<file path="src/rtl/bcd_key_if.sv">
// bcd_key_if: request/grant and BCD valid-ready bundle for bcd_key_arbiter
interface bcd_key_if;
    logic [9:0] req;
    logic       out_ready;
    logic       out_valid;
    logic [3:0] bcd;
    logic [9:0] grant;
    logic       timeout;
    modport master (output req, out_ready, input out_valid, bcd, grant, timeout);
    modport slave (input req, out_ready, output out_valid, bcd, grant, timeout);
endinterface

</file>
<file path="src/rtl/bcd_key_arbiter.sv">
// bcd_key_arbiter: round-robin share of one BCD channel among ten decimal requests
module bcd_key_arbiter #(
    parameter int unsigned PTR_RESET = 0,
    parameter int unsigned TIMEOUT   = 16,
    parameter int unsigned CNT_W     = 8
) (
    input logic       clk,
    input logic       rst_n,
    bcd_key_if.slave  bus
);
    typedef enum logic {IDLE, HOLD} state_t;
    state_t state, state_nx;
    logic [3:0] idx, idx_nx, ptr, ptr_nx, inc;
    logic [CNT_W-1:0] wait_cnt, wait_nx;
    logic to_q, to_nx;
    logic [4:0] pi, pa;

    function automatic logic [4:0] pick(input logic [9:0] r, input logic [3:0] s);
        logic [4:0] res;
        logic [4:0] d;
        res = '0;
        for (int j = 9; j >= 0; j--) begin
            d = 5'(s) + 5'(j);
            d = d > 5'd9 ? d - 5'd10 : d;
            if (r[d[3:0]]) res = {1'b1, d[3:0]};
        end
        return res;
    endfunction

    assign inc = idx == 4'd9 ? 4'd0 : idx + 4'd1;
    assign bus.out_valid = state == HOLD;
    assign bus.bcd = state == HOLD ? idx : 4'd0;
    assign bus.grant = state == HOLD ? 10'd1 << idx : 10'd0;
    assign bus.timeout = to_q;

    always_ff @(posedge clk or negedge rst_n) begin
        if (!rst_n) begin
            state    <= IDLE;
            idx      <= 4'd0;
            ptr      <= 4'(PTR_RESET);
            wait_cnt <= '0;
            to_q     <= 1'b0;
        end else begin
            state    <= state_nx;
            idx      <= idx_nx;
            ptr      <= ptr_nx;
            wait_cnt <= wait_nx;
            to_q     <= to_nx;
        end
    end

    // An accept re-arbitrates in the same cycle from the slot after the served digit
    always_comb begin
        pi = pick(bus.req, ptr);
        pa = pick(bus.req, inc);
        state_nx = state;
        idx_nx = idx;
        ptr_nx = ptr;
        wait_nx = wait_cnt;
        to_nx = 1'b0;
        if (state == IDLE) begin
            state_nx = pi[4] ? HOLD : IDLE;
            idx_nx = pi[4] ? pi[3:0] : idx;
            wait_nx = '0;
        end else if (bus.out_ready) begin
            ptr_nx = inc;
            idx_nx = pa[4] ? pa[3:0] : idx;
            state_nx = pa[4] ? HOLD : IDLE;
            wait_nx = '0;
        end else if (TIMEOUT != 0 && wait_cnt == CNT_W'(TIMEOUT - 1)) begin
            ptr_nx = inc;
            state_nx = IDLE;
            to_nx = 1'b1;
        end else begin
            wait_nx = wait_cnt + CNT_W'(1);
        end
    end
endmodule

</file>
<file path="src/flat_wrapper.sv">
// flat-port wrapper written by rule: the top's interface ports become plain ports
module bcd_key_arbiter_flat 
#(
    parameter int unsigned PTR_RESET = 0,
    parameter int unsigned TIMEOUT   = 16,
    parameter int unsigned CNT_W     = 8
)
  (clk, rst_n, bus_req, bus_out_ready, bus_out_valid, bus_bcd, bus_grant, bus_timeout);
  bcd_key_if bus_i ();
  input logic clk;
  input logic rst_n;
  input wire logic [$bits(bus_i.req)-1:0] bus_req;
  input wire logic [$bits(bus_i.out_ready)-1:0] bus_out_ready;
  output wire logic [$bits(bus_i.out_valid)-1:0] bus_out_valid;
  output wire logic [$bits(bus_i.bcd)-1:0] bus_bcd;
  output wire logic [$bits(bus_i.grant)-1:0] bus_grant;
  output wire logic [$bits(bus_i.timeout)-1:0] bus_timeout;
  assign bus_i.req = bus_req;
  assign bus_i.out_ready = bus_out_ready;
  assign bus_out_valid = bus_i.out_valid;
  assign bus_bcd = bus_i.bcd;
  assign bus_grant = bus_i.grant;
  assign bus_timeout = bus_i.timeout;
  bcd_key_arbiter #(.PTR_RESET(PTR_RESET), .TIMEOUT(TIMEOUT), .CNT_W(CNT_W)) u_core (.clk(clk), .rst_n(rst_n), .bus(bus_i));
endmodule
</file>
<file path="config.mk">
export PLATFORM = sky130hd
export DESIGN_NAME = bcd_key_arbiter_flat
export DESIGN_NICKNAME = d
export VERILOG_FILES = /design/src/rtl/bcd_key_if.sv /design/src/rtl/bcd_key_arbiter.sv /design/src/flat_wrapper.sv
export SDC_FILE = /design/constraint.sdc
export NUM_CORES = 1
export LEC_CHECK = 0
export BUFFER_PORTS_ARGS = -buffer_cell sky130_fd_sc_hd__buf_2
export CORE_MARGIN = 10
export CORE_UTILIZATION = 55
export CTS_BUF_LIST = sky130_fd_sc_hd__clkbuf_8
export CTS_CLUSTER_SIZE = 16
export DETAILED_ROUTE_END_ITERATION = 8
export PLACE_DENSITY = 0.75
export SETUP_SLACK_MARGIN = 0.15
export SLEW_MARGIN = 15
export SYNTH_ARGS = -nofsm -noshare
export SYNTH_HDL_FRONTEND = slang
export SYNTH_SLANG_ARGS = --single-unit
</file>
<file path="constraint.sdc">
create_clock -name clk -period 12 [get_ports clk]
set_clock_uncertainty 0.2 [all_clocks]
set_input_delay 0.6 -clock clk [delete_from_list [all_inputs] [get_ports clk]]
set_output_delay 0.6 -clock clk [all_outputs]
set_load 0.005 [all_outputs]
</file>
==> run summary <==
Worst hold path type - in -> async
Die Width - 135 µm
Share of cells above drive strength 1 - 12.0%
YS warnings - 0
Antenna violations before repair - 0
Remaining global-route overflow - 0
Final Wtd Congestion - 1.09
Count of hold buffers inserted by post-cts repair - 0
Prevailing post-synth register cell - dfrtp_1
# placed instances - 1,139
TritonCTS clock tree - done
DR pass1 iterations - 6
Synth top area share - 8.39%
R2r worst-path depth - 17
Non-Filler Instances - 1,143
Synth async-reset ratio - 100%
# IOs - 29
Vias in the first global route - 7,118
Final Setup Violations - 0
Most used cell, CP - ha_1
Max Slew Vio Count - 0
DR iter-0 viols - 1,180
Cells after Synth - 1,000
Synth Area in Compound Gates - 32.3%
Synthesis-stage register bit count - 18
Arrival time at the worst endpoint - 6.80 ns
Clock tree buffer depth - 2
Clock sink count - 18
Synth area leaders - ha_1 (8.4%), mux2i_1 (7.4%), dfrtp_1 (6.2%)
Setup Fix Bufs, Post-CTS - 0
Crit Path Category - reg -> reg
Largest family of logic cells by synthesized area - compound AO/OA/AOI/OAI gates
Remaining routing DRC violations - 0
Area growth, synth to finish - 0.942%
# port buffers - 28
Crit path max fanout - 26
Placeable core area - 13,100 µm²
Syn_area_per_cell - 7.31 µm²
Leading area contributor after synthesis - ha_1
Setup TNS - 0 ns
Die Y-Extent - 135 µm
Final instance area - 7380 µm²
Global-route usage over all layers - 24.8%
Cell variety after synth - 108
CTS H-tree depth - 1
Cell breakdown of the critical path - clkinv_1 > nor2_1 > ha_1 > a21oi_4 > inv_1 > ha_1 > ha_1 > a21boi_0 > a211o_1 > a22oi_1 > a2111oi_0 > a311oi_1 > nand4b_1 > o41ai_2 > a21oi_2 > o21ai_0 > o32a_2
Flop2flop setup slack - 5.14 ns
Critical Path Source Type - flip-flop
Reg clk slew, reported paths - 0.07 ns
Resize count post-CTS - 0
Crit-path slowest cell - dfrtp_1
Post-synthesis mux area share - 14.3%
Core Rows - 42
CP Capture Type - flip-flop
Critical Path RT - 11.95 ns
Vias per inst - 7.17
Simple-gate share of the synthesized area - 26.6%
Synth Area in Adders - 8.94%
Global-route wire length before repair - 38,100 µm
Mapped Area - 7310 µm²
Antenna Violating Nets Remaining - 0
Antenna cells - 0
RSZ-0062 raised after global routing - false
Final wirelength - 24,400 µm
Post-synth EDFFs - 0
Post-synthesis xor/xnor area fraction - 4.42%
Max Cap Viol - 0
Fmax - 0.146 GHz
Initial Utilization - 55.6%
Worst Tran Pin Value - 0.998 ns
Sequential fraction of the synthesis area - 6.16%
Via count - 8,191
Worst-Skew Late Latency - 0.26 ns
CTS Buf Count - 3
Slowest stage delay, CP - 0.98 ns
CTS root buffer - clkbuf_8
Nets - 1,032
DP Area - 7320 µm²
Largest net degree at the start of global routing - 58
Die area - 18,300 µm²
Period minus WS final - 6.86 ns
Final hold violations - 0
Slew HR - 33.5%
Status - complete, no violations
Period utilization - 57.1%
Drt wl/cell - 21.4 µm
Mapped Nets - 1,064
DP Wirelength - 18,000 µm
==> placed cells by master (no fill, tap or decap), types with 23 or more instances in the layout <==
master	count
a31oi_1	23
inv_1	27
mux2i_1	54
nand3_1	34
xnor2_1	29
ha_1	49
a211oi_1	23
nand2b_1	24
nor2_1	84
mux2_2	25
nor3_1	25
a21oi_1	58
nand2_1	74
o21ai_0	63
buf_2	28
==> path summary, 6_finish.rpt <==
kind | startpoint | endpoint
worst min register to register | u_core.wait_cnt[7] | u_core.wait_cnt[7]
min in group clk | u_core.wait_cnt[7] | u_core.wait_cnt[7]
worst max register to register | u_core.idx[1] | u_core.idx[1]
max in group asynchronous | rst_n | u_core.idx[0]
worst min-delay path | rst_n | u_core.wait_cnt[7]
worst max-delay path | u_core.idx[1] | u_core.idx[1]
==> per-stage QoR <==
stage,util (%),worst slack (ns),hold WS (ns)
6_report,56.1,5.14,0.0788
5_1_grt,56.1,4.69,0.0931
4_1_cts,56.1,5.42,0.0849
3_3_place_gp,55.7,5.68,0.329
2_1_floorplan,-,6.63,0.104
3_5_place_dp,55.7,5.47,0.337
==> Yosys cell counts (7+ instances only) <==
cell type	instances
mux2_2	25
o21a_1	7
a21oi_1	58
nand2_1	74
o211ai_1	10
nor2_1	84
nor4_1	13
a31oi_1	23
nand3_1	34
or2_2	8
o21ai_0	63
nor2b_1	18
o2111ai_1	8
o31ai_1	11
mux4_2	10
xnor2_1	29
nand4_1	12
dfrtp_1	18
a21o_1	12
nor3_1	25
nand2b_1	24
o221ai_1	7
ha_1	49
and2_1	16
inv_1	27
mux2i_1	54
buf_2	17
a22oi_1	9
a211oi_1	23
clkbuf_1	37
==> area by class of cell <==
cell class	instances	area, µm²
Clock buffer	4	55.1
Fill cell	1273	5760
Tap cell	176	220
Multi-Input combinational cell	877	6330
Inverter	32	120
Sequential cell	18	453
Timing Repair Buffer	36	200
==> critical path: cells and delay by family (launching register included) <==
| kind | cells | cell delay (ns) |
|---|---|---|
| flops | 1 | 0.98 |
| simple gates | 2 | 0.47 |
| compound gates | 10 | 2.91 |
| buf+inv | 2 | 0.91 |
| fa+ha+maj | 3 | 1.26 |
==> per-layer routing <==
| metal | global-route usage (%) | share of wire [%] |
|---|---|---|
| met1 | 35.8 | 43 |
| met2 | 36.7 | 41 |
| met3 | 5.49 | 13 |
| met4 | 4.96 | 2.4 |
| met5 | 0 | 0 |
==> kinds of logic (layout without fill, tap and decap cells) <==
logic type               count (synthesis)  in the layout
AO/OA/AOI/OAI                          335            335
XOR/XNOR                                36             36
adder cells (fa/ha/maj)                 51             51
buffers and inverters                  105             72
flip-flops                              18             18
multiplexers                            89             89
AND/OR/NAND/NOR                        366            366
==> state kept, by name, summed over array words and instances, names as in the netlist <==
register              flops
u_core.bus.out_valid      1
u_core.bus.timeout        1
u_core.idx                4
u_core.ptr                4
u_core.wait_cnt           8
Power is left out: the tool's default activity adds up to more than one toggle a clock period on the data nets, which glitch-free logic cannot reach.
